[config.mk]
export PLATFORM = sky130hd
export DESIGN_NAME = branch_predictor_flat
export DESIGN_NICKNAME = d
export VERILOG_FILES = /design/src/rtl/branch_predictor_pkg.sv /design/src/rtl/branch_predictor_if.sv /design/src/rtl/bp_sat_counter.sv /design/src/rtl/branch_predictor.sv /design/src/flat_wrapper.sv
export SDC_FILE = /design/constraint.sdc
export NUM_CORES = 1
export LEC_CHECK = 0
export ABC_AREA = 1
export BUFFER_PORTS_ARGS = -buffer_cell sky130_fd_sc_hd__buf_2
export CELL_PAD_IN_SITES_DETAIL_PLACEMENT = 1
export CELL_PAD_IN_SITES_GLOBAL_PLACEMENT = 2
export CORE_MARGIN = 2
export CORE_UTILIZATION = 30
export DETAILED_ROUTE_END_ITERATION = 8
export PLACE_DENSITY_LB_ADDON = 0.05
export SLEW_MARGIN = 20
export SYNTH_ARGS = -nofsm -noshare
export SYNTH_HDL_FRONTEND = slang
export SYNTH_SLANG_ARGS = --single-unit
[constraint.sdc]
create_clock -name clk_i -period 15.6 [get_ports clk_i]
set_clock_uncertainty 0.2 [all_clocks]
set_input_delay 3.12 -clock clk_i [delete_from_list [all_inputs] [get_ports clk_i]]
set_output_delay 3.12 -clock clk_i [all_outputs]
set_load 0.02 [all_outputs]
[src/rtl/branch_predictor_pkg.sv]
// Shared constants for the fetch-stage branch predictor: Y86-64 icodes
// and the 2-bit saturating counter encodings.
package branch_predictor_pkg;

   localparam logic [3:0] INOP  = 4'h1;
   localparam logic [3:0] IJXX  = 4'h7;
   localparam logic [3:0] ICALL = 4'h8;

   typedef enum logic [1:0] {
      SNT = 2'b00,
      WNT = 2'b01,
      WT  = 2'b10,
      ST  = 2'b11
   } bp_cnt_e;

endpackage

[src/rtl/branch_predictor_if.sv]
// Fetch-side lookup and execute-side training signals of the branch
// predictor. The pipeline drives through "master", the predictor is "slave".
interface branch_predictor_if #(
   parameter int unsigned IDX_W  = 6,
   parameter int unsigned STAT_W = 32
);
   logic [63:0]       f_pc_i;
   logic [3:0]        f_icode_i;
   logic [3:0]        f_ifun_i;
   logic [63:0]       f_valC_i;
   logic [63:0]       f_valP_i;
   logic              f_pred_taken_o;
   logic [63:0]       f_predPC_o;
   logic [IDX_W-1:0]  f_bp_idx_o;
   logic [3:0]        E_icode_i;
   logic [3:0]        E_ifun_i;
   logic [IDX_W-1:0]  E_bp_idx_i;
   logic              E_branch_taken_i;
   logic              e_Cnd_i;
   logic [STAT_W-1:0] br_cnt_o;
   logic [STAT_W-1:0] mispred_cnt_o;

   modport master (
      output f_pc_i, f_icode_i, f_ifun_i, f_valC_i, f_valP_i,
      output E_icode_i, E_ifun_i, E_bp_idx_i, E_branch_taken_i, e_Cnd_i,
      input  f_pred_taken_o, f_predPC_o, f_bp_idx_o,
      input  br_cnt_o, mispred_cnt_o
   );

   modport slave (
      input  f_pc_i, f_icode_i, f_ifun_i, f_valC_i, f_valP_i,
      input  E_icode_i, E_ifun_i, E_bp_idx_i, E_branch_taken_i, e_Cnd_i,
      output f_pred_taken_o, f_predPC_o, f_bp_idx_o,
      output br_cnt_o, mispred_cnt_o
   );
endinterface

[src/rtl/bp_sat_counter.sv]
// 2-bit saturating counter next-state logic used on the training path.
module bp_sat_counter
   import branch_predictor_pkg::*;
(
   input  logic [1:0] cnt,
   input  logic       taken,
   output logic [1:0] cnt_next
);

   // Step toward ST on taken, toward SNT on not-taken, holding at the ends.
   always_comb begin
      cnt_next = cnt;
      if (taken) begin
         if (cnt != ST) cnt_next = cnt + 2'd1;
      end else begin
         if (cnt != SNT) cnt_next = cnt - 2'd1;
      end
   end

endmodule

[src/rtl/branch_predictor.sv]
// Fetch-stage conditional-branch predictor: table of 2-bit saturating
// counters, trained when the branch resolves in E, plus saturating
// branch/mispredict statistics.
// Optional feature: define BP_GSHARE_EN to XOR a non-speculative global
// history register into the lookup index (gshare); otherwise bimodal.
module branch_predictor
   import branch_predictor_pkg::*;
#(
   parameter int unsigned IDX_W    = 6,
   parameter logic [1:0]  CNT_INIT = WNT,
   parameter int unsigned STAT_W   = 32
) (
   input logic               clk_i,
   input logic               rst_i,
   branch_predictor_if.slave bp
);

   localparam int unsigned DEPTH = 2**IDX_W;

   // Flat register array so the whole table clears on async reset.
   logic [1:0]       cnt_tbl [DEPTH];
   logic [IDX_W-1:0] f_idx;
   logic             f_pred;
   logic             upd;
   logic             mispred;
   logic [1:0]       cnt_cur;
   logic [1:0]       cnt_upd;
   logic [STAT_W-1:0] br_cnt;
   logic [STAT_W-1:0] mispred_cnt;

   function automatic logic [STAT_W-1:0] sat_inc(input logic [STAT_W-1:0] v);
      if (&v) return v;
      return v + {{(STAT_W-1){1'b0}}, 1'b1};
   endfunction

`ifdef BP_GSHARE_EN
   logic [IDX_W-1:0] ghr;
   assign f_idx = bp.f_pc_i[IDX_W-1:0] ^ ghr;
`else
   assign f_idx = bp.f_pc_i[IDX_W-1:0];
`endif

   // Lookup: jmp always taken, conditional jumps follow the counter MSB.
   always_comb begin
      f_pred = 1'b0;
      if (bp.f_icode_i == IJXX) begin
         if (bp.f_ifun_i == 4'h0) f_pred = 1'b1;
         else                     f_pred = cnt_tbl[f_idx][1];
      end
   end

   assign bp.f_pred_taken_o = f_pred;
   assign bp.f_predPC_o     = ((bp.f_icode_i == ICALL) || f_pred) ? bp.f_valC_i : bp.f_valP_i;
   assign bp.f_bp_idx_o     = f_idx;

   // Only conditional jumps train; jmp, call, ret and bubbles are ignored.
   assign upd     = (bp.E_icode_i == IJXX) && (bp.E_ifun_i != 4'h0);
   assign mispred = bp.e_Cnd_i != bp.E_branch_taken_i;
   assign cnt_cur = cnt_tbl[bp.E_bp_idx_i];

   bp_sat_counter u_sat (
      .cnt      (cnt_cur),
      .taken    (bp.e_Cnd_i),
      .cnt_next (cnt_upd)
   );

   // Table training; lookups in the same cycle see the pre-update value.
   always_ff @(posedge clk_i or posedge rst_i) begin
      if (rst_i) begin
         for (int i = 0; i < DEPTH; i++) cnt_tbl[i] <= CNT_INIT;
      end else if (upd) begin
         cnt_tbl[bp.E_bp_idx_i] <= cnt_upd;
      end
   end

   // Statistics counters, saturating at all-ones.
   always_ff @(posedge clk_i or posedge rst_i) begin
      if (rst_i) begin
         br_cnt      <= '0;
         mispred_cnt <= '0;
      end else if (upd) begin
         br_cnt <= sat_inc(br_cnt);
         if (mispred) mispred_cnt <= sat_inc(mispred_cnt);
      end
   end

`ifdef BP_GSHARE_EN
   // Global history shifts in resolved outcomes only (non-speculative).
   always_ff @(posedge clk_i or posedge rst_i) begin
      if (rst_i)    ghr <= '0;
      else if (upd) ghr <= {ghr[IDX_W-2:0], bp.e_Cnd_i};
   end
`endif

   assign bp.br_cnt_o      = br_cnt;
   assign bp.mispred_cnt_o = mispred_cnt;

endmodule
[src/flat_wrapper.sv]
// flat-port wrapper written by rule: the top's interface ports become plain ports
module branch_predictor_flat import branch_predictor_pkg::*;
#(
   parameter int unsigned IDX_W    = 6,
   parameter logic [1:0]  CNT_INIT = WNT,
   parameter int unsigned STAT_W   = 32
)
  (clk_i, rst_i, bp_f_pc_i, bp_f_icode_i, bp_f_ifun_i, bp_f_valC_i, bp_f_valP_i, bp_E_icode_i, bp_E_ifun_i, bp_E_bp_idx_i, bp_E_branch_taken_i, bp_e_Cnd_i, bp_f_pred_taken_o, bp_f_predPC_o, bp_f_bp_idx_o, bp_br_cnt_o, bp_mispred_cnt_o);
  branch_predictor_if #(.IDX_W(IDX_W), .STAT_W(STAT_W)) bp_i ();
  input logic clk_i;
  input logic rst_i;
  input wire logic [$bits(bp_i.f_pc_i)-1:0] bp_f_pc_i;
  input wire logic [$bits(bp_i.f_icode_i)-1:0] bp_f_icode_i;
  input wire logic [$bits(bp_i.f_ifun_i)-1:0] bp_f_ifun_i;
  input wire logic [$bits(bp_i.f_valC_i)-1:0] bp_f_valC_i;
  input wire logic [$bits(bp_i.f_valP_i)-1:0] bp_f_valP_i;
  input wire logic [$bits(bp_i.E_icode_i)-1:0] bp_E_icode_i;
  input wire logic [$bits(bp_i.E_ifun_i)-1:0] bp_E_ifun_i;
  input wire logic [$bits(bp_i.E_bp_idx_i)-1:0] bp_E_bp_idx_i;
  input wire logic [$bits(bp_i.E_branch_taken_i)-1:0] bp_E_branch_taken_i;
  input wire logic [$bits(bp_i.e_Cnd_i)-1:0] bp_e_Cnd_i;
  output wire logic [$bits(bp_i.f_pred_taken_o)-1:0] bp_f_pred_taken_o;
  output wire logic [$bits(bp_i.f_predPC_o)-1:0] bp_f_predPC_o;
  output wire logic [$bits(bp_i.f_bp_idx_o)-1:0] bp_f_bp_idx_o;
  output wire logic [$bits(bp_i.br_cnt_o)-1:0] bp_br_cnt_o;
  output wire logic [$bits(bp_i.mispred_cnt_o)-1:0] bp_mispred_cnt_o;
  assign bp_i.f_pc_i = bp_f_pc_i;
  assign bp_i.f_icode_i = bp_f_icode_i;
  assign bp_i.f_ifun_i = bp_f_ifun_i;
  assign bp_i.f_valC_i = bp_f_valC_i;
  assign bp_i.f_valP_i = bp_f_valP_i;
  assign bp_i.E_icode_i = bp_E_icode_i;
  assign bp_i.E_ifun_i = bp_E_ifun_i;
  assign bp_i.E_bp_idx_i = bp_E_bp_idx_i;
  assign bp_i.E_branch_taken_i = bp_E_branch_taken_i;
  assign bp_i.e_Cnd_i = bp_e_Cnd_i;
  assign bp_f_pred_taken_o = bp_i.f_pred_taken_o;
  assign bp_f_predPC_o = bp_i.f_predPC_o;
  assign bp_f_bp_idx_o = bp_i.f_bp_idx_o;
  assign bp_br_cnt_o = bp_i.br_cnt_o;
  assign bp_mispred_cnt_o = bp_i.mispred_cnt_o;
  branch_predictor #(.IDX_W(IDX_W), .CNT_INIT(CNT_INIT), .STAT_W(STAT_W)) u_core (.clk_i(clk_i), .rst_i(rst_i), .bp(bp_i));
endmodule
=== Word-level counts from Yosys, hierarchy flattened ===
Cells that the tools add are included.

* Register bits: 192
* Input bits: 218
* Output and inout bits: 135
* Word-level logic and storage cells: 114

* Add/sub/neg operators: 4
* $lt $le $gt $ge: 3
* Equality and inequality tests: 7
* Multiplexer cells: 22
* Bitwise logic cells: 2
* Reductions and logical operators: 10

{| class="wikitable"
|+ Operator list
! kind !! count
|-
| 128-bit bitwise mux || 1
|-
| 32-bit by 1-bit adder with 32-bit output, second input constant || 2
|-
| 32-bit 2-to-1 mux || 2
|-
| 64-bit 2-to-1 mux || 1
|-
| 32-bit AND reduction || 2
|-
| 2-bit binary-select mux with 6-bit select || 2
|-
| 2-bit 2-to-1 mux || 8
|-
| 7-bit >= comparator, second input constant || 2
|-
| 6-bit NOT with 7-bit output || 2
|-
| 2-bit demux with 6-bit select || 1
|-
| 4-bit by 3-bit equality test with 1-bit output, second input constant || 2
|-
| 7-bit by 1-bit less-than comparator with 1-bit output, second input constant || 1
|-
| 1-bit 2-to-1 mux || 7
|-
| 2-bit inequality test, second input constant || 3
|-
| 4-bit equality test, second input constant || 1
|-
| 4-bit zero test || 1
|-
| 4-bit nonzero test || 1
|-
| 3-bit AND reduction || 1
|-
| 2-bit by 1-bit adder with 2-bit output, second input constant || 1
|-
| 1-bit logical AND || 2
|-
| 2-bit AND reduction || 1
|-
| 2-bit nonzero test || 1
|-
| 2-bit by 1-bit subtractor with 2-bit output, second input constant || 1
|-
| 1-bit logical OR || 1
|-
| 1-bit inequality test || 1
|}

=== Longest topological paths before layout ===
Gate-level depths: netlist of the first run.

* Depth in word-level cells: 8
* Gate-level depth with buffers: 17

=== Hierarchy ===
From an unflattened synthesis of the first run, not the netlist that was laid out.

* Cell total of the unflattened synthesis: 1,470
* Area, all modules: 11,096.9 sq um

{| class="wikitable"
|+ Modules (own cells, without submodules)
! module !! instances !! cells an instance !! area an instance (sq um)
|-
| branch_predictor || 1 || 1,464 || 11,071.9
|-
| bp_sat_counter || 1 || 6 || 25.0
|}

=== Worst setup path after synthesis of the first run ===
OpenSTA, ideal clock, no wires.

* Kind: in2out
* From: input port bp_f_pc_i[1]
* To: output port bp_f_predPC_o[13]
* Arrival: 4.599 ns
* Required time: 12.280 ns
* Setup slack: 7.681 ns
* Stages on the path: 15
* Path through: buf_2 -> inv_2 -> buf_2 -> nand3_1 -> nand3_1 -> nand3_1 -> nand2_1 -> nand2_1 -> nand3b_1 -> nand3_1 -> nand2_1 -> buf_4 -> buf_4 -> nand3_1 -> nand2_1

* Longest elaborated chain between the ends: 8

{| class="wikitable"
|+ Ends and longest elaborated chain
! item !! RTL line !! text
|-
| from (decl) || flat_wrapper.sv:12 || <nowiki>input wire logic [$bits(bp_i.f_pc_i)-1:0] bp_f_pc_i;</nowiki>
|-
| 6-bit NOT with 7-bit output (not written as such) || branch_predictor.sv:48 || <nowiki>else f_pred = cnt_tbl[f_idx][1];</nowiki>
|-
| 2-bit binary-select mux with 6-bit select || branch_predictor.sv:48 ||
|-
| 2-bit 2-to-1 mux (not written as such) (2 in series) || branch_predictor.sv:48 ||
|-
| 1-bit 2-to-1 mux || branch_predictor.sv:47 || <nowiki>if (bp.f_ifun_i == 4'h0) f_pred = 1'b1;</nowiki>
|-
| 1-bit 2-to-1 mux || branch_predictor.sv:46 || <nowiki>if (bp.f_icode_i == IJXX) begin</nowiki>
|-
| 1-bit logical OR || branch_predictor.sv:53 || <nowiki>assign bp.f_predPC_o = ((bp.f_icode_i == ICALL) || f_pred) ? bp.f_valC_i : bp.f_valP_i;</nowiki>
|-
| 64-bit 2-to-1 mux || branch_predictor.sv:53 ||
|-
| to (decl) || flat_wrapper.sv:23 || <nowiki>output wire logic [$bits(bp_i.f_predPC_o)-1:0] bp_f_predPC_o;</nowiki>
|}

Every way passes these cells. The select of a mux whose other input is x is not followed.

=== Worst setup path after layout of the first run ===
* From: input port bp_f_pc_i[1]
* To: output port bp_f_predPC_o[36]

Same word-level chain as after synthesis.

==> flow_metrics.tcl, run 1 <==
set metrics [dict create \
    synth.most_common_cell "nand2_1" \
    finalHoldViolations 0 \
    yosysWarnings 0 \
    period_needed_ns 9.78 \
    synth_cells 1874 \
    netlist_area_mm2 0.0124 \
    crit_slowest_cell "buf_4" \
    synthToLayoutAreaGrowth_pct 18.1 \
    synth_xor_area_share_pct 4.39 \
    syn-num-nets 2094 \
    clk_pin_slew_ns 0.07 \
    regArea_mm2 0.00488 \
    synth-seq-cells 192 \
    layout.nets 2333 \
    final.setup.worst_slack_ns 5.82 \
    synth_top_family_by_area "simple AND/OR/NAND/NOR gates" \
    p_per_area_mw_per_mm2 86.1 \
    grt-ovfl-total 0 \
    synth_top_area_cell "nand2_1" \
    die_area_mm2 0.0429 \
    cts_buffers 17 \
    worstSetupPathType "primary input to output pin" \
    fin_total_pwr_mw 1.26 \
    ctsResizeCount 0 \
    synth-edff-count 0 \
    post_route_cells_drive_above_1_share_pct 19.9 \
    rows 74 \
    start_kind "primary input" \
    gp_routability_congestion 0.816 \
    cp-end-kind "output pin" \
    drtAntennaViolNets 0 \
    vdd_ir_drop_max_mv 0.0750 \
    crit_fanout 66 \
    setup_viol 0 \
    fmax_mhz 102 \
    fin_area_mm2 0.0146 \
    crit_chain "buf_2 -> inv_2 -> nand3_1 -> nand3_1 -> nand3_1 -> nand2_1 -> nand2_1 -> nand3_1 -> nand3_1 -> nand2_2 -> buf_4 -> nand2_2 -> buf_4 -> nand2_1 -> nand2_1 -> buf_2" \
    switching_power_mw 0.407 \
    fillCellCount 5384 \
    grt_pass1_wl_um 77400 \
    cts_root_buffer "clkbuf_16" \
    synth-adder-area-share_pct 0.202 \
    post-place-ws_ns 5.75 \
    wl_um 49100 \
    post-route-period-util_pct 62.7 \
    synth.area.mux_share_pct 0 \
    synth_cell_types 35 \
    die_height_um 207 \
    synth_common_cells "nand2_1, nand3_1, inv_1" \
    wire_per_inst_um 18.5 \
    postLayoutCoreUtil_pct 35.9 \
    cts_hold_buf 0 \
    grt_max_degree 85 \
    clkSinkCount 192 \
    clock_latency_ns 0.50 \
    drc_errors 0 \
    die_x_um 207 \
    start_util_pct 30.4 \
    status "completed" \
    relSlewSlack_pct 37.3 \
    placed_area_mm2 0.0140 \
    cap_violations 0 \
    cts_setup_buffers 0 \
    io_pins 353 \
    ys_top_cells_by_area "nand2_1, dfrtp_1, dfstp_2, nand3_1, inv_1" \
    multi_input_comb_area_mm2 0.00637 \
    firstDrtPassIters 4 \
    via_count 12900 \
    critPathMaxStageDelay_ns 0.53 \
    port_buffers 294 \
    pwr-share-clk_pct 38.5 \
    cts_max_level 4 \
    worstMarginPinSlew_ns 0.940 \
    viasPerCell 4.84 \
    power_frac_comb_pct 17.8 \
    ys_seq_area_share_pct 39.5 \
    p_int_mw 0.850 \
    synth-compound-area-share_pct 2.39 \
    antenna_found_initial 1 \
    arrival_ns 6.46 \
    core_mm2 0.0407 \
    seqPwrFrac_pct 43.6 \
    synth-simple-area-share_pct 44.5 \
    synth_top_area_share_pct 27.9 \
    setup_tns_ns 0 \
    rsz0062_at_grt "false" \
    crit_top_cell "nand3_1" \
    cts_tree "built" \
    avgSynthCellArea_um2 6.60 \
    hpwlAfterDp_um 32400 \
    grt_pass1_vias 13400 \
    clockBufferDepth 2 \
    cp_num_buf_inv 5 \
    drv_slew 0 \
    synthFlopType "dfrtp_1" \
    min-delay-path-class "register to register" \
    grt_usage_pct 23.1 \
    async_reset_ff_share_pct 100 \
    drtIter0Drc 749 \
    p_sw_share_pct 32.4 \
    cp_top_family "buffers and inverters" \
    cp_data_required_time_ns 12.28 \
    p_leak_nw 7.47 \
]
placed cells by master, fill, tap and decap left out, types with 3 or more instances in the layout:
cell	n
nand2_1	919
buf_2	294
nand3_1	201
inv_1	129
dfrtp_1	128
nor2_1	123
dfstp_2	64
nor3_1	46
xor2_1	43
a21oi_1	30
o21ai_1	19
xnor2_1	19
nand4_1	18
clkbuf_16	17
o21ai_0	10
buf_4	10
nor4_1	8
inv_2	7
nand2_2	4
clkinv_2	4
nand2_4	3
nor3b_1	3
bufinv_16	3
clkinvlp_4	3
flip-flops by register name, summed over array words and instances (netlist names):
name / cells
u_core.bp.br_cnt_o: 32
u_core.bp.mispred_cnt_o: 32
u_core.cnt_tbl: 128
through the flow:
stage	cells	hold slack (ns)
final	2659	0.267
after global routing	2659	0.282
after CTS	2658	0.269
after detailed placement	2626	0.257
after global placement	2626	0.254
after floorplan	1874	0.247
final cells by class:
cell class	instances	area share, %
clock inverter	13	1.09
inverter	138	3.60
sequential	192	33.4
timing repair buffer	304	10.6
tap	532	4.56
antenna	1	0.0171
multi-input combinational	1460	43.6
clock buffer	19	3.10
worst reg2reg max path, cell delays in order, from the launching register on:
cell     delay (ns)
dfrtp_1        0.44
ha_1           0.26
inv_1          0.10
nor2_1         0.05
nand2_1        0.13
nor2_1         0.08
nand4_1        0.08
nand2_2        0.25
nor2_1         0.38
nand3_1        0.18
nor2_1         0.28
nand2_1        0.10
nand2_1        0.07
nand2_1        0.04
power by group through the flow:
stage	registers [mW]	logic (mW)	clock network (mW)
after floorplan	0.570	0.118	0
after global placement	0.557	0.225	0
after detailed placement	0.557	0.228	0
after CTS	0.549	0.228	0.501
after global routing	0.552	0.247	0.519
final	0.549	0.224	0.484
layer usage:
metal | wire length, µm | vias to the layer above | GRT usage, %
met1 | 22100 | 6311 | 29.3
met2 | 24400 | 206 | 39.8
li1 | - | 6305 | -
met5 | 0 | - | 0
met3 | 1740 | 45 | 4.44
met4 | 869 | 0 | 6.55
kinds of logic (layout without fill, tap and decap cells):
group                    after synthesis  count (layout)
AO/OA/AOI/OAI                         59              59
XOR/XNOR                              62              62
adder cells (fa/ha/maj)                2               2
buffers and inverters                222             474
flip-flops                           192             192
other                                  0               1
AND/OR/NAND/NOR                     1337            1337
worst paths after layout:
check                                                  start  cells past startpoint                                     end  slack [ns]
max                                             bp_f_pc_i[1]                     16                       bp_f_predPC_o[36]        5.82
min                           u_core.cnt_tbl[64]$_DFFE_PP1P_                      2          u_core.cnt_tbl[64]$_DFFE_PP1P_        0.27
max reg2reg                u_core.bp.br_cnt_o[0]$_DFFE_PP0P_                     13      u_core.bp.br_cnt_o[22]$_DFFE_PP0P_       12.86
min reg2reg                   u_core.cnt_tbl[64]$_DFFE_PP1P_                      2          u_core.cnt_tbl[64]$_DFFE_PP1P_        0.27
max in group asynchronous                              rst_i                      3          u_core.cnt_tbl[37]$_DFFE_PP0P_       11.32
min in group asynchronous                              rst_i                      2  u_core.bp.mispred_cnt_o[9]$_DFFE_PP0P_        2.51
Note: power is estimated with default switching activity, not from simulation.
==> run 2: changes to the inputs <==
--- a/config.mk
+++ b/config.mk
@@ -5,12 +5,12 @@
 export SDC_FILE = /design/constraint.sdc
 export NUM_CORES = 1
 export LEC_CHECK = 0
-export ABC_AREA = 1
+export ABC_AREA = 0
 export BUFFER_PORTS_ARGS = -buffer_cell sky130_fd_sc_hd__buf_2
 export CELL_PAD_IN_SITES_DETAIL_PLACEMENT = 1
 export CELL_PAD_IN_SITES_GLOBAL_PLACEMENT = 2
 export CORE_MARGIN = 2
-export CORE_UTILIZATION = 30
+export CORE_UTILIZATION = 28
 export DETAILED_ROUTE_END_ITERATION = 8
 export PLACE_DENSITY_LB_ADDON = 0.05
 export SLEW_MARGIN = 20
==> constraint.sdc (replaced) <==
create_clock -name clk_i -period 8.1 [get_ports clk_i]
set_clock_uncertainty 0.2 [all_clocks]
set_input_delay 1.62 -clock clk_i [delete_from_list [all_inputs] [get_ports clk_i]]
set_output_delay 1.62 -clock clk_i [all_outputs]
set_load 0.02 [all_outputs]
==> run 2 against run 1 <==
Compared with the run above: critical path depth is 6 lower; register-to-register slack worse by 8.4 ns; first-iteration DRC count is 32% lower; largest cell class unchanged; global-route usage is 4.9 points lower; synthesized cell count is 42% lower; critical path type unchanged; final cell count is 29% lower; sequential cell count stayed put.
==> flow_metrics.tcl, run 2 <==
set metrics [dict create \
    post-route-period-util_pct 85.7 \
    cts_root_buffer "clkbuf_16" \
    postLayoutCoreUtil_pct 34.3 \
    post_route_cells_drive_above_1_share_pct 38.8 \
    wl_um 37900 \
    drc_errors 0 \
    final.setup.worst_slack_ns 1.16 \
    synth_top_area_share_pct 28.8 \
    synth_common_cells "nor2_1, dfrtp_1, nand2_1" \
    clk_pin_slew_ns 0.07 \
    arrival_ns 5.12 \
    die_height_um 203 \
    cp_data_required_time_ns 6.28 \
    seqPwrFrac_pct 45.2 \
    port_buffers 294 \
    synth-seq-cells 192 \
    p_per_area_mw_per_mm2 171 \
    synthToLayoutAreaGrowth_pct 21.8 \
    gp_routability_congestion 0.741 \
    wire_per_inst_um 20.2 \
    fin_total_pwr_mw 2.32 \
    dp_cells 1848 \
    cts_buffers 17 \
    ctsResizeCount 0 \
    p_leak_nw 6.21 \
    multi_input_comb_area_mm2 0.00573 \
    worstMarginPinSlew_ns 1.10 \
    grt_usage_pct 18.2 \
    grt_pass1_wl_um 57700 \
    async_reset_ff_share_pct 100 \
    p_sw_share_pct 30.1 \
    drtIter0Drc 508 \
    drv_slew 0 \
    antenna_found_initial 0 \
    hold_ws_ns 0.278 \
    placed_area_mm2 0.0130 \
    clock_latency_ns 0.45 \
    p_int_mw 1.62 \
    hpwlAfterDp_um 26800 \
    setup_tns_ns 0 \
    start_kind "primary input" \
    regArea_mm2 0.00488 \
    period_needed_ns 6.94 \
    power_frac_comb_pct 16.9 \
    synth-edff-count 0 \
    ys_seq_area_share_pct 43.9 \
    cts_setup_buffers 0 \
    firstDrtPassIters 5 \
    fin_cells 1880 \
    largest-register "u_core.cnt_tbl" \
    synth_top_area_cell "dfrtp_1" \
    die_x_um 203 \
    grt-ovfl-total 0 \
    post-place-ws_ns 1.08 \
    synth_cells 1086 \
    viasPerCell 4.89 \
    crit_fanout 43 \
    num_antenna_cells 0 \
    relSlewSlack_pct 26.7 \
    clockBufferDepth 2 \
    layout_commonest_cell "buf_2" \
    pwr-share-clk_pct 37.9 \
    finalHoldViolations 0 \
    io_pins 353 \
    start_util_pct 28.2 \
    ys_top_cells_by_area "dfrtp_1, dfstp_2, mux2_4, nor2_1, mux4_2" \
    worstSetupPathType "primary input to output pin" \
    layout.nets 1562 \
    grt_max_degree 84 \
    drtAntennaViolNets 0 \
    via_count 9184 \
    synthFlopType "dfrtp_1" \
    largest_reg_flops 128 \
    syn-num-nets 1306 \
    cts_max_level 4 \
    synth_cell_types 65 \
    clkSinkCount 192 \
    yosysWarnings 0 \
    final_cell_mix "buf_2, nor2_1, dfrtp_1" \
    avgSynthCellArea_um2 10.2 \
    status "completed" \
    cp-end-kind "output pin" \
    cts_tree "built" \
    netlist_area_mm2 0.0111 \
    rsz0062_at_grt "false" \
    vdd_ir_drop_max_mv 0.152 \
    synth.most_common_cell "nor2_1" \
    rows 73 \
    setup_viol 0 \
    cts_hold_buf 0 \
    switching_power_mw 0.699 \
    fmax_mhz 144 \
    core_mm2 0.0395 \
    die_area_mm2 0.0413 \
    fillCellCount 4556 \
    min-delay-path-class "register to register" \
    fin_area_mm2 0.0136 \
    grt_pass1_vias 9385 \
    cap_violations 0 \
]
[run 2: changes by cell type in the layout (fill, tap and decap cells not counted), sizes merged, moves of 21 or more]
cell and delta:
mux4 +27, o21ai +42, xor2 -22, nand2 -818
mux2 +79, nor3 -29, o31ai +37, nand3 -178
inv -118, a21oi +36, nor2 +28, xnor2 +21
[run 2: worst paths after layout]
kind	to	slack, ns	from	cells after the start
worst max-delay path	bp_f_predPC_o[1]	1.16	bp_f_pc_i[1]	10
worst min-delay path	u_core.cnt_tbl[108]$_DFFE_PP1P_	0.28	u_core.cnt_tbl[108]$_DFFE_PP1P_	2
worst max register to register	u_core.cnt_tbl[4]$_DFFE_PP1P_	4.44	u_core.cnt_tbl[57]$_DFFE_PP0P_	8
worst min register to register	u_core.cnt_tbl[108]$_DFFE_PP1P_	0.28	u_core.cnt_tbl[108]$_DFFE_PP1P_	2
max in group asynchronous	u_core.cnt_tbl[5]$_DFFE_PP0P_	5.30	rst_i	3
min in group asynchronous	u_core.bp.br_cnt_o[15]$_DFFE_PP0P_	1.06	rst_i	2
[run 2: critical path, cell delays in order]
cell,delay [ns]
buf_2,0.44
mux4_1,0.68
mux4_2,0.47
nand2b_4,0.16
a41oi_2,0.24
a31oi_4,0.15
nor2_8,0.45
buf_12,0.36
mux2_2,0.37
buf_2,0.16
[run 2: area by class of cell]
cell class / instances / area share (%)
Multi-Input combinational cell: 804 / 42.3
Timing Repair Buffer: 312 / 11.9
Tap cell: 525 / 4.85
Inverter: 15 / 0.471
Sequential cell: 192 / 36.0
Clock buffer: 18 / 3.32
Clock inverter: 14 / 1.07
[run 2: kinds of logic after synthesis]
logic type / synth area share, %
AOI/OAI and AO/OA: 12.6
xor gates and xnor gates: 4.80
adders and majority gates: 0.416
buffers and inverters: 4.59
DFF: 43.9
muxes: 17.3
and+or+nand+nor: 16.4
[run 2: layer usage]
metal | track usage [%] | part of all wire (%) | vias up
li1 | - | - | 4396
met1 | 25.2 | 48 | 4549
met2 | 29.9 | 47 | 219
met3 | 2.64 | 3.9 | 20
met4 | 4.35 | 1.2 | 0
met5 | 0 | 0 | -
[run 2: power by group through the flow]
| stage | Combinational (mW) | Sequential [mW] | Clock, mW |
|---|---|---|---|
| after detailed placement | 0.400 | 1.06 | 0 |
| after floorplan | 0.236 | 1.07 | 0 |
| after CTS | 0.401 | 1.05 | 0.917 |
| after global routing | 0.427 | 1.05 | 0.942 |
| after global placement | 0.396 | 1.06 | 0 |
| final | 0.392 | 1.05 | 0.879 |
==> run 3: changes to the inputs <==
--- a/config.mk
+++ b/config.mk
@@ -6,12 +6,14 @@
 export NUM_CORES = 1
 export LEC_CHECK = 0
 export ABC_AREA = 0
+export ABC_CLOCK_PERIOD_IN_PS = 8100
 export BUFFER_PORTS_ARGS = -buffer_cell sky130_fd_sc_hd__buf_2
 export CELL_PAD_IN_SITES_DETAIL_PLACEMENT = 1
 export CELL_PAD_IN_SITES_GLOBAL_PLACEMENT = 2
 export CORE_MARGIN = 2
 export CORE_UTILIZATION = 28
 export DETAILED_ROUTE_END_ITERATION = 8
+export HOLD_SLACK_MARGIN = 0.03
 export PLACE_DENSITY_LB_ADDON = 0.05
 export SLEW_MARGIN = 20
 export SYNTH_ARGS = -nofsm -noshare
==> constraint.sdc (replaced) <==
create_clock -name clk_i -period 8.1 [get_ports clk_i]
set_clock_uncertainty 0.2 [all_clocks]
set_input_delay 0.81 -clock clk_i [delete_from_list [all_inputs] [get_ports clk_i]]
set_output_delay 0.81 -clock clk_i [all_outputs]
set_load 0.02 [all_outputs]
==> run 3 against run 2 <==
Compared with the run above: maximum frequency rose by 22%; first-iteration DRC count rose by 2.2%; non-clock buffer count fell by 4; wire length barely moved; setup slack improved by 1.2 ns; clock-buffer cell count rose by 3; total power fell by 1.1%; highest routed layer unchanged; register-to-register slack got worse by 0.12 ns.
==> flow_metrics.tcl, run 3 (same netlist as run 2, synthesis figures left out) <==
set metrics [dict create \
    status "completed" \
    crit_fanout 40 \
    viasPerCell 4.93 \
    hpwlAfterDp_um 26700 \
    grt_pass1_wl_um 58800 \
    die_height_um 203 \
    largest-register "u_core.cnt_tbl" \
    p_leak_nw 6.18 \
    crit_slowest_cell "nor2_8" \
    grt_pass1_vias 9617 \
    critPathMaxStageDelay_ns 0.72 \
    crit_top_cell "buf_2" \
    fmax_mhz 175 \
    post_route_cells_drive_above_1_share_pct 38.6 \
    placed_area_mm2 0.0129 \
    wl_um 37900 \
    arrival_ns 4.69 \
    clkSinkCount 192 \
    grt-ovfl-total 0 \
    relSlewSlack_pct 29.3 \
    die_x_um 203 \
    ctsResizeCount 0 \
    firstDrtPassIters 4 \
    port_buffers 294 \
    vdd_ir_drop_max_mv 0.156 \
    cp-end-kind "output pin" \
    regArea_mm2 0.00488 \
    synthToLayoutAreaGrowth_pct 21.3 \
    fillCellCount 4546 \
    period_needed_ns 5.70 \
    worstSetupPathType "primary input to output pin" \
    rsz0062_at_grt "false" \
    crit_chain "buf_2 -> mux4_1 -> mux4_2 -> nand2b_4 -> a41oi_2 -> a31oi_4 -> nor2_8 -> buf_4 -> mux2_4 -> buf_2" \
    antenna_found_initial 0 \
    layout.nets 1558 \
    min-delay-path-class "primary input to async pin" \
    cp_num_buf_inv 3 \
    start_kind "primary input" \
    p_per_area_mw_per_mm2 170 \
    cts_root_buffer "clkbuf_16" \
    drtAntennaViolNets 0 \
    multi_input_comb_area_mm2 0.00574 \
    clockBufferDepth 2 \
    grt_max_degree 71 \
    cap_violations 0 \
    via_count 9247 \
    cp_top_family "multiplexers" \
    cts_tree "built" \
    cts_hold_buf 0 \
    cts_buffers 17 \
    cp_data_required_time_ns 7.09 \
    io_pins 353 \
    clk_pin_slew_ns 0.08 \
    start_util_pct 28.2 \
    largest_reg_flops 128 \
    gp_routability_congestion 0.730 \
    drv_slew 0 \
    grt_usage_pct 18.5 \
    cts_max_level 4 \
    post-route-period-util_pct 70.4 \
    worstMarginPinSlew_ns 1.06 \
    drc_errors 0 \
    num_antenna_cells 0 \
    setup_viol 0 \
    final_cell_mix "buf_2, nor2_1, dfrtp_1" \
    layout_commonest_cell "buf_2" \
    clock_latency_ns 0.45 \
    setup_tns_ns 0 \
    finalHoldViolations 0 \
    fin_area_mm2 0.0135 \
    r2r_setup_slack_ns 4.32 \
    cts_setup_buffers 0 \
    drtIter0Drc 519 \
    rows 73 \
    core_mm2 0.0395 \
    wire_per_inst_um 20.2 \
    die_area_mm2 0.0413 \
]
-- run 3: cell types whose count changed in the layout (fill, tap and decap cells not counted), moves of 2 or more --
cell,previous run,this run
clkinv_4,6,1
inv_4,0,4
buf_4,17,14
clkbuf_1,0,2
-- run 3: cell type report --
class                   count  share of cell area [%]
clock buffers              21                    3.58
clock inverters            11                   0.649
inverters                  15                   0.473
multi-input cells         804                    42.5
flip-flops and latches    192                    36.2
well taps                 525                    4.87
repair buffers            308                    11.7
-- run 3: report_power, final --
group / switching [mW] / internal [mW] / total [mW] / leakage [nW]
Sequential: 0.0395 / 1.01 / 1.05 / 2.40
Clock: 0.416 / 0.439 / 0.855 / 0.288
Combinational: 0.235 / 0.156 / 0.391 / 3.49
-- run 3: layer usage --
metal  GRT usage [%]  vias up  routed length [µm]
met1            25.7     4616               18000
met5               0        -                   0
met2            30.2      226               17800
li1                -     4385                   -
met4            4.17        0                 425
met3            2.86       20                1700
-- run 3: stage by stage --
stage          cells  worst slack, ns  hold slack [ns]  util [%]  total power [mW]
6_report        1876             2.40            0.223      34.2              2.29
3_5_place_dp    1844             2.33            0.272      32.7              1.46
2_1_floorplan   1086             1.97            0.255         -              1.31
5_1_grt         1876             2.20            0.251      34.2              2.41
3_3_place_gp    1844             2.32            0.262      32.7              1.46
4_1_cts         1876             2.33            0.233      34.2              2.34
-- run 3: final timing paths --
check                                          startpoint  cells after the start                                  to
max                                          bp_f_pc_i[1]                     10                    bp_f_predPC_o[4]
min                                                 rst_i                      2  u_core.bp.br_cnt_o[15]$_DFFE_PP0P_
max reg2reg                u_core.cnt_tbl[61]$_DFFE_PP0P_                      8       u_core.cnt_tbl[3]$_DFFE_PP0P_
min reg2reg                u_core.cnt_tbl[44]$_DFFE_PP1P_                      2      u_core.cnt_tbl[44]$_DFFE_PP1P_
max in group asynchronous                           rst_i                      3       u_core.cnt_tbl[5]$_DFFE_PP0P_
min in group clk_i         u_core.cnt_tbl[44]$_DFFE_PP1P_                      2      u_core.cnt_tbl[44]$_DFFE_PP1P_
